**src/rtl/gobou_pkg.sv**
```systemverilog
// gobou_pkg: shared FSM encodings and default widths for the gobou write-back path.
// Latency: n/a (declarations only).
// Backpressure: n/a.
package gobou_pkg;

  localparam int DWIDTH_DEF  = 16;
  localparam int MEMSIZE_DEF = 12;

  typedef enum logic [1:0] {
    WB_IDLE   = 2'd0,
    WB_ACTIVE = 2'd1,
    WB_DRAIN  = 2'd2,
    WB_DONE   = 2'd3
  } wb_state_t;

endpackage

```
**src/rtl/gobou_wb_fifo.sv**
```systemverilog
// gobou_wb_fifo: synchronous FIFO buffering ReLU words ahead of the memory write port.
// Latency: a pushed word is visible at the head the cycle after the push edge.
// Backpressure: push is ignored while full, pop is ignored while empty.
// Ports: clk/xrst (sync, active-high); push+wdata write side; pop+rdata read side
//        (rdata is the current head); full/empty status flags.
module gobou_wb_fifo #(
  parameter int DWIDTH     = 16,
  parameter int FIFO_DEPTH = 4
) (
  input  logic              clk,
  input  logic              xrst,
  input  logic              push,
  input  logic [DWIDTH-1:0] wdata,
  input  logic              pop,
  output logic [DWIDTH-1:0] rdata,
  output logic              full,
  output logic              empty
);

  localparam int AW = $clog2(FIFO_DEPTH);

  // One extra wrap bit on each pointer distinguishes full from empty.
  logic [AW:0]       wptr;
  logic [AW:0]       rptr;
  logic [DWIDTH-1:0] store [FIFO_DEPTH];
  logic              do_push;
  logic              do_pop;

  assign empty   = (wptr == rptr);
  assign full    = (wptr[AW] != rptr[AW]) && (wptr[AW-1:0] == rptr[AW-1:0]);
  // Full is judged before any same-edge pop, so a push into a full FIFO is lost.
  assign do_push = push && !full;
  assign do_pop  = pop && !empty;
  assign rdata   = store[rptr[AW-1:0]];

  always_ff @(posedge clk) begin
    if (xrst) begin
      wptr <= '0;
      rptr <= '0;
    end else begin
      if (do_push) wptr <= wptr + 1'b1;
      if (do_pop)  rptr <= rptr + 1'b1;
    end
  end

  always_ff @(posedge clk) begin
    if (do_push) store[wptr[AW-1:0]] <= wdata;
  end

endmodule

```
**src/rtl/gobou_ctrl_wb.sv**
```systemverilog
// gobou_ctrl_wb: write-back controller; buffers framed ReLU words and writes them sequentially to memory.
// Latency: in_valid at cycle t -> mem_we at t+2; last word at t -> done at t+3.
// Backpressure: mem_ready low stalls pops; words arriving while the FIFO is full are dropped and flag err.
// Ports: clk/xrst (sync, active-high); in_begin/in_valid/in_end/in_data framed input;
//        out_base/out_size latched at frame start; mem_ready grant; mem_we/mem_addr/mem_wdata
//        write port; busy/done/err status to the host side.
module gobou_ctrl_wb
  import gobou_pkg::*;
#(
  parameter int DWIDTH     = DWIDTH_DEF,
  parameter int MEMSIZE    = MEMSIZE_DEF,
  parameter int FIFO_DEPTH = 4
) (
  input  logic               clk,
  input  logic               xrst,
  input  logic               in_begin,
  input  logic               in_valid,
  input  logic               in_end,
  input  logic [DWIDTH-1:0]  in_data,
  input  logic [MEMSIZE-1:0] out_base,
  input  logic [MEMSIZE-1:0] out_size,
  input  logic               mem_ready,
  output logic               mem_we,
  output logic [MEMSIZE-1:0] mem_addr,
  output logic [DWIDTH-1:0]  mem_wdata,
  output logic               busy,
  output logic               done,
  output logic               err
);

  wb_state_t          state;
  wb_state_t          state_nx;
  logic [MEMSIZE-1:0] base_r;
  logic [MEMSIZE-1:0] size_r;
  logic [MEMSIZE-1:0] wr_count;
  logic [MEMSIZE-1:0] rx_count;
  logic [MEMSIZE-1:0] size_eff;
  logic [MEMSIZE-1:0] rx_eff;
  logic [DWIDTH-1:0]  fifo_head;
  logic               fifo_full;
  logic               fifo_empty;
  logic               begin_acc;
  logic               take;
  logic               excess;
  logic               overflow;
  logic               push;
  logic               pop;
  logic               short_frame;

  // A word arriving with the accepted in_begin is word 0 of the new frame, so
  // the limit and counter it is checked against are the fresh ones.
  assign begin_acc   = (state == WB_IDLE) && in_begin;
  assign take        = in_valid && ((state == WB_ACTIVE) || begin_acc);
  assign size_eff    = begin_acc ? out_size : size_r;
  assign rx_eff      = begin_acc ? '0 : rx_count;
  assign excess      = take && (rx_eff == size_eff);
  assign overflow    = take && !excess && fifo_full;
  assign push        = take && !excess && !fifo_full;
  assign pop         = !fifo_empty && mem_ready;
  assign short_frame = (state == WB_DRAIN) && (state_nx == WB_DONE) && (wr_count != size_r);

  gobou_wb_fifo #(
    .DWIDTH     (DWIDTH),
    .FIFO_DEPTH (FIFO_DEPTH)
  ) u_fifo (
    .clk   (clk),
    .xrst  (xrst),
    .push  (push),
    .wdata (in_data),
    .pop   (pop),
    .rdata (fifo_head),
    .full  (fifo_full),
    .empty (fifo_empty)
  );

  always_ff @(posedge clk) begin
    if (xrst) state <= WB_IDLE;
    else      state <= state_nx;
  end

  // A pop issues its write on the same edge, so an empty FIFO in DRAIN also
  // means no write is outstanding.
  always_comb begin
    state_nx = state;
    case (state)
      WB_IDLE:   if (in_begin)   state_nx = WB_ACTIVE;
      WB_ACTIVE: if (in_end)     state_nx = WB_DRAIN;
      WB_DRAIN:  if (fifo_empty) state_nx = WB_DONE;
      WB_DONE:                   state_nx = WB_IDLE;
      default:                   state_nx = WB_IDLE;
    endcase
  end

  always_ff @(posedge clk) begin
    if (xrst) begin
      base_r    <= '0;
      size_r    <= '0;
      wr_count  <= '0;
      rx_count  <= '0;
      mem_we    <= 1'b0;
      mem_addr  <= '0;
      mem_wdata <= '0;
      busy      <= 1'b0;
      done      <= 1'b0;
      err       <= 1'b0;
    end else begin
      mem_we <= pop;
      if (pop) begin
        mem_addr  <= base_r + wr_count;
        mem_wdata <= fifo_head;
        wr_count  <= wr_count + 1'b1;
      end
      if (begin_acc) begin
        base_r   <= out_base;
        size_r   <= out_size;
        wr_count <= '0;
      end
      if (push)           rx_count <= rx_eff + 1'b1;
      else if (begin_acc) rx_count <= '0;
      err  <= (begin_acc ? 1'b0 : err) | excess | overflow | short_frame;
      done <= (state_nx == WB_DONE);
      busy <= (state_nx != WB_IDLE);
    end
  end

endmodule
```
**config.mk**
```make
export PLATFORM = sky130hd
export DESIGN_NAME = gobou_ctrl_wb
export DESIGN_NICKNAME = d
export VERILOG_FILES = /design/src/rtl/gobou_pkg.sv /design/src/rtl/gobou_wb_fifo.sv /design/src/rtl/gobou_ctrl_wb.sv
export SDC_FILE = /design/constraint.sdc
export NUM_CORES = 1
export LEC_CHECK = 0
export ABC_CLOCK_PERIOD_IN_PS = 2500
export BUFFER_PORTS_ARGS = -buffer_cell sky130_fd_sc_hd__buf_4
export CORE_ASPECT_RATIO = 1.1
export CORE_UTILIZATION = 58
export DETAILED_ROUTE_END_ITERATION = 8
export PLACE_DENSITY_LB_ADDON = 0.05
export SLEW_MARGIN = 10
export SYNTH_ARGS = -nofsm -noshare
export SYNTH_HDL_FRONTEND = slang
export SYNTH_SLANG_ARGS = --single-unit
```
**constraint.sdc**
```tcl
create_clock -name clk -period 2.5 [get_ports clk]
set_input_delay 0.25 -clock clk [delete_from_list [all_inputs] [get_ports clk]]
set_output_delay 0.25 -clock clk [all_outputs]
set_load 0.05 [all_outputs]
```
Word-level counts from Yosys, hierarchy flattened
Memories as Yosys holds them, arrays and structs flattened. A register that Yosys moved wholly into a read port is not among the register bits.
Cells that the tools add are included.

word-level totals
  bits in registers = 72
  memory bits (writable) = 64
  output and inout port bits = 32
  word-level logic and storage cells = 59
  memories = 1

memory list
  name          words  width  read ports  clocked after Yosys merged registers in  wr ports  line                 text
  u_fifo.store  4      16     1           1                                        1         gobou_wb_fifo.sv:25  logic [DWIDTH-1:0] store [FIFO_DEPTH];

operators by class
  add/sub/neg operators = 5
  equal/unequal tests = 9
  mux-type cells = 10
  bitwise logic cells = 3
  reduce and logical (&&, ||, !) cells = 19

operators with widths
  cell                     count
  $mux W12                 3
  $add A12 B1 Y12 const B  2
  $add A12 B12 Y12         1
  $eq A12 B12 Y1           1
  $logic_and A1 B1 Y1      12
  $ne A12 B12 Y1           1
  $pmux W2 S4              1
  $add A3 B1 Y3 const B    2
  $eq A2 B2 Y1 const B     3
  $mux W2                  3
  $eq A3 B3 Y1             1
  $logic_not A1 Y1         3
  $mux W1                  3
  $or A1 B1 Y1             3
  $eq A2 B1 Y1 const B     1
  $eq A2 B2 Y1             1
  $logic_not A2 Y1         1
  $reduce_bool A2 Y1       1
  $reduce_or A2 Y1         1
  $logic_or A1 B1 Y1       1
  $ne A1 B1 Y1             1

Longest topological paths before layout
  depth in word-level cells = 11
  depth in mapped cells = 8
  depth with buffers taken out = 8

By module
From an unflattened synthesis, not the netlist that was laid out.

second synthesis, totals
  cell total of the unflattened synthesis = 630
  area total of the unflattened synthesis = 6800.3 sq um

by module, submodules not included
  module         instances  cells an instance  area an instance (sq um)
  gobou_ctrl_wb  1          478                3915.0
  gobou_wb_fifo  1          152                2885.3

Worst setup path after synthesis
OpenSTA, ideal clock, no wires.

  path kind = reg2reg
  from = reg state[1]
  to = mem u_fifo.store[0][0], enable pin
  arrival time = 1.953 ns
  data required time = 2.126 ns
  setup slack = 0.173 ns
  cell stages (with the launch flop) = 7
  buffers on the path = 2
  path through = dfxtp_1 > buf_6 > nor3b_4 > nor3_2 > a211oi_4 > buf_6 > and2_1

between the ends
  longest elaborated chain between the ends = 11
  elaborated cells on any way between the ends = 15
  those cells by class = eq/ne: 2; mux: 4; reduce/logical: 9

ends and longest elaborated chain
  element                                                       line                                      text
  from (decl)                                                   gobou_ctrl_wb.sv:31                       wb_state_t state;
  from (signal assigned)                                        gobou_ctrl_wb.sv:78                       else state <= state_nx;
  $logic_not A2 Y1                                              gobou_ctrl_wb.sv:52                       assign begin_acc = (state == WB_IDLE) && in_begin;
  $logic_and A1 B1 Y1                                           gobou_ctrl_wb.sv:52
  $mux W12, or another cell as far along                        n/a
  $eq A12 B12 Y1 / $logic_and A1 B1 Y1 (equally long branches)  gobou_ctrl_wb.sv:56, gobou_ctrl_wb.sv:53
  $logic_and A1 B1 Y1                                           gobou_ctrl_wb.sv:56                       assign excess = take && (rx_eff == size_eff);
  $logic_not A1 Y1                                              gobou_ctrl_wb.sv:58                       assign push = take && !excess && !fifo_full;
  $logic_and A1 B1 Y1 (*) (2 in a row)                          gobou_ctrl_wb.sv:58
  $logic_and A1 B1 Y1 (*)                                       gobou_wb_fifo.sv:32                       assign do_push = push && !full;
  $mux W1 (*)                                                   gobou_wb_fifo.sv:47                       if (do_push) store[wptr[AW-1:0]] <= wdata;
  $mux W1 (not written as such) (*)                             gobou_wb_fifo.sv:47
  to (decl)                                                     gobou_wb_fifo.sv:25

Every way passes the cells marked *; elsewhere a longest branch is shown, timed or not.

Worst setup path after layout
  from = reg base_r[0]
  to = reg mem_addr[10]

between the ends
  longest elaborated chain between the ends = 1

ends and longest elaborated chain
  element                 line                  text
  from (decl)             gobou_ctrl_wb.sv:33   logic [MEMSIZE-1:0] base_r;
  from (signal assigned)  gobou_ctrl_wb.sv:114  base_r <= out_base;
  $add A12 B12 Y12        gobou_ctrl_wb.sv:109  mem_addr <= base_r + wr_count;
  to (signal assigned)    gobou_ctrl_wb.sv:109
  to (decl)               gobou_ctrl_wb.sv:24   output logic [MEMSIZE-1:0] mem_addr,

No other way between the ends.
A chain may end at the register's enable or synchronous reset.

==> results by group <==
Status
  • Status: complete, no violations

Detailed routing
  • Residual DRC: 0
  • Routed len/inst: 16.52 um
  • Post-Route WL: 13.95 mm
  • Via-to-Cell Ratio: 5.628
  • Final ANT Viol Nets: 0
  • Initial drt markers: 190
  • Vias: 4750
  • DR pass1 iterations: 6

Worst setup path
  • R2R depth: 8
  • Worst path slowest cell: a2111o_1
  • Critical Path Max Stage Delay: 0.44 ns
  • Crit path launch type: flop
  • Worst EP arrival: 2.67 ns
  • CP Max Fanout: 4
  • Worst path bufs/invs: 0
  • WS Path Type: reg -> reg
  • Cell mode on critical path: a21o_1
  • CP Cell Sequence: ha_1 -> fa_1 -> a21o_1 -> a21o_1 -> a2111o_1 -> nand4_1 -> nand2_1 -> o311ai_1
  • Critical Path RT: 2.81 ns
  • Worst setup EP type: flop
  • WP depth: 8
  • CP top delay family: compound AO/OA/AOI/OAI gates

GRT
  • Initial antenna violation count: 0
  • Global-route wire length before repair: 23.07 mm
  • Largest net degree at the start of global routing: 42
  • GRT Overall Usage: 25.12%
  • Total gr overflow: 0
  • Number of global-route vias before repair: 4833

Place
  • Input/output buffers: 77
  • Setup slack at placement: 0.1174 ns
  • GPL Wtd Cong: 0.7955
  • DP Cell Count: 812
  • DP HPWL: 9.506 mm

STA
  • Pins Over Slew Limit: 0
  • Slew HR: 43.90%
  • Final setup viols: 0
  • RSZ-0062 raised after global routing: false
  • Least-Margin Pin Slew: 0.8415 ns
  • Hold Violations, Final: 0
  • F_max: 424.6 MHz
  • Final worst slack: 0.1446 ns
  • Final setup TNS: 0 ns
  • Final hold slack: 0.03517 ns
  • Layout Skew: 0.006678 ns
  • Tmin final: 2.355 ns
  • Fin crit share: 94.22%

Logic synthesis
  • Post-synth top area share: 29.00%
  • Post-Syn Area per Cell: 10.99 um2
  • Async SR Flop Fraction: 0%
  • Dominant synthesized flop cell: dfxtp_1
  • Yosys top cell by area: edfxtp_1
  • Synthesized area: 6628 um2
  • Ranking of synthesized cells by area: edfxtp_1 29%, dfxtp_1 27%, nand2_1 6.4%, mux4_2 5.4%, a21oi_1 4.5%
  • Warning count from the yosys run: 0
  • Synthesized Nets: 668
  • Number of flops mapped to enable cells by yosys: 64
  • Post-synthesis sequential area ratio: 55.58%
  • Cell variety after synth: 54
  • Synth Register Bits: 152
  • Mapped Cells: 603

Final layout
  • Layout cell share with drive strength beyond 1: 21.23%
  • Layout Nets: 749
  • Area Growth Syn to Fin: 19.80%
  • Antenna cells: 0
  • Fin cells: 844
  • Most common cell after layout, fill and taps aside: nand2_1
  • Most frequent cells in the layout: 113 x nand2_1, 92 x buf_4, 87 x dfxtp_1, 64 x edfxtp_1, 60 x a21oi_1

Floorplanning
  • I/O Pins: 78
  • Total core area: 11010 um2
  • Die area: 11860 um2
  • DIE WIDTH: 103.9 um
  • Starting Density: 60.19%
  • # rows: 40
  • Die H: 114.1 um

Clock tree
  • Worst-path clk slew: 0.06 ns
  • CTS Buffer Depth: 2
  • Clock Latency Late Sink: 0.41 ns
  • H-tree level count: 4
  • Setup bufs post-CTS: 0
  • # clock sinks: 152
  • Root Buffer: clkbuf_16
  • CTS tree: yes
  • Total CTS buffers: 17

Power and ir drop
  • Leakage Power: 0.003150 uW
  • Tot Pwr: 6521 uW
  • Worst vdd rail ir drop: 685.2 uV
  • Pwr dens: 821.3 nW/um2

Flow run
  • Max-Cap Viols: 0

Min path
  • Worst Hold Class: in -> reg
  • Hold path depth: 1
registers in the layout (all words and copies together) (netlist names):
register      count
busy              1
base_r           12
u_fifo.rptr       3
rx_count         12
u_fifo.store     64
mem_wdata        16
state             2
u_fifo.wptr       3
wr_count         12
mem_we            1
done              1
mem_addr         12
err               1
size_r           12
final timing paths:
| kind | startpoint | endpoint | slack, ns |
|---|---|---|---|
| max | base_r[0]$_SDFFE_PP0P_ | mem_addr[10]$_SDFFE_PP0P_ | 0.14 |
| min | in_data[12] | u_fifo.store[3][12]$_DFFE_PP_ | 0.04 |
| max reg2reg | base_r[0]$_SDFFE_PP0P_ | mem_addr[10]$_SDFFE_PP0P_ | 0.14 |
| min reg2reg | mem_addr[5]$_SDFFE_PP0P_ | mem_addr[5]$_SDFFE_PP0P_ | 0.46 |
worst reg2reg max path, delay by kind of cell, from the launching register on:
kind	cells	cell delay, ns
AO/OA/AOI/OAI	4	1.11
adder cells (fa/ha/maj)	2	0.65
flip-flops	1	0.31
AND/OR/NAND/NOR	2	0.18
synth_stat cells, drive strengths merged (2+ instances only):
library cell	n
a2111o	2
a211oi	4
a21o	7
a21oi	60
a31o	4
a31oi	8
a41o	3
and2	9
and3	6
and4	2
buf	9
clkbuf	21
dfxtp	88
edfxtp	64
ha	18
inv	6
mux2i	5
mux4	16
nand2	113
nand3	16
nand3b	3
nand4	9
nor2	33
nor3	9
nor3b	2
nor4	8
o21a	2
o21ai	6
or3	5
xnor2	25
xor2	24
what timing repair did:
item | in CTS | in global routing
resized for setup | 0 | 2
hold buffers | 0 | 0
endpoints found under the setup margin | 0 | 2
endpoints found under the hold margin | 0 | 0
metal layers:
layer | vias to the layer above | track usage, % | share of wire [%]
met4 | 0 | 11.90 | 2.9
met3 | 33 | 5.122 | 2.9
met5 | - | 0 | 0
met1 | 2298 | 28.29 | 41
li1 | 2322 | - | -
met2 | 97 | 45.87 | 53
area by class of cell:
class                      count  area, um2
multi-input combinational    415       2798
sequential                   152       3685
tap                          147      183.9
clock buffer                  22      454.2
timing repair buffer          92      690.7
fill                         818       3070
clock inverter                10      106.4
inverter                       6      22.52
cells by family (layout without fill, tap and decap cells):
family                     after synthesis  in the layout  share of synthesized area (%)
DFF                                    152            152                          55.58
muxes                                   21             21                          6.192
buffers and inverters                   36            130                          2.416
and+or+nand+nor                        221            221                          15.48
xor gates and xnor gates                49             49                          6.475
AOI/OAI and AO/OA                      105            105                          10.16
adders and majority gates               19             19                          3.700
per-stage QoR:
step                cell area, um2  utilization [%]
global placement              7378            67.01
floorplan                     6628                -
global route                  7940            72.11
finish                        7940            72.11
CTS                           7939            72.10
detailed placement            7378            67.01
power breakdown:
group          total (uW)  leakage, uW  internal [uW]  switching, uW
Clock                2420     0.000267           1480            934
Combinational        1250      0.00158            476            778
Sequential           2850      0.00130           2750           98.0
Power figures use the tool's default switching activity.
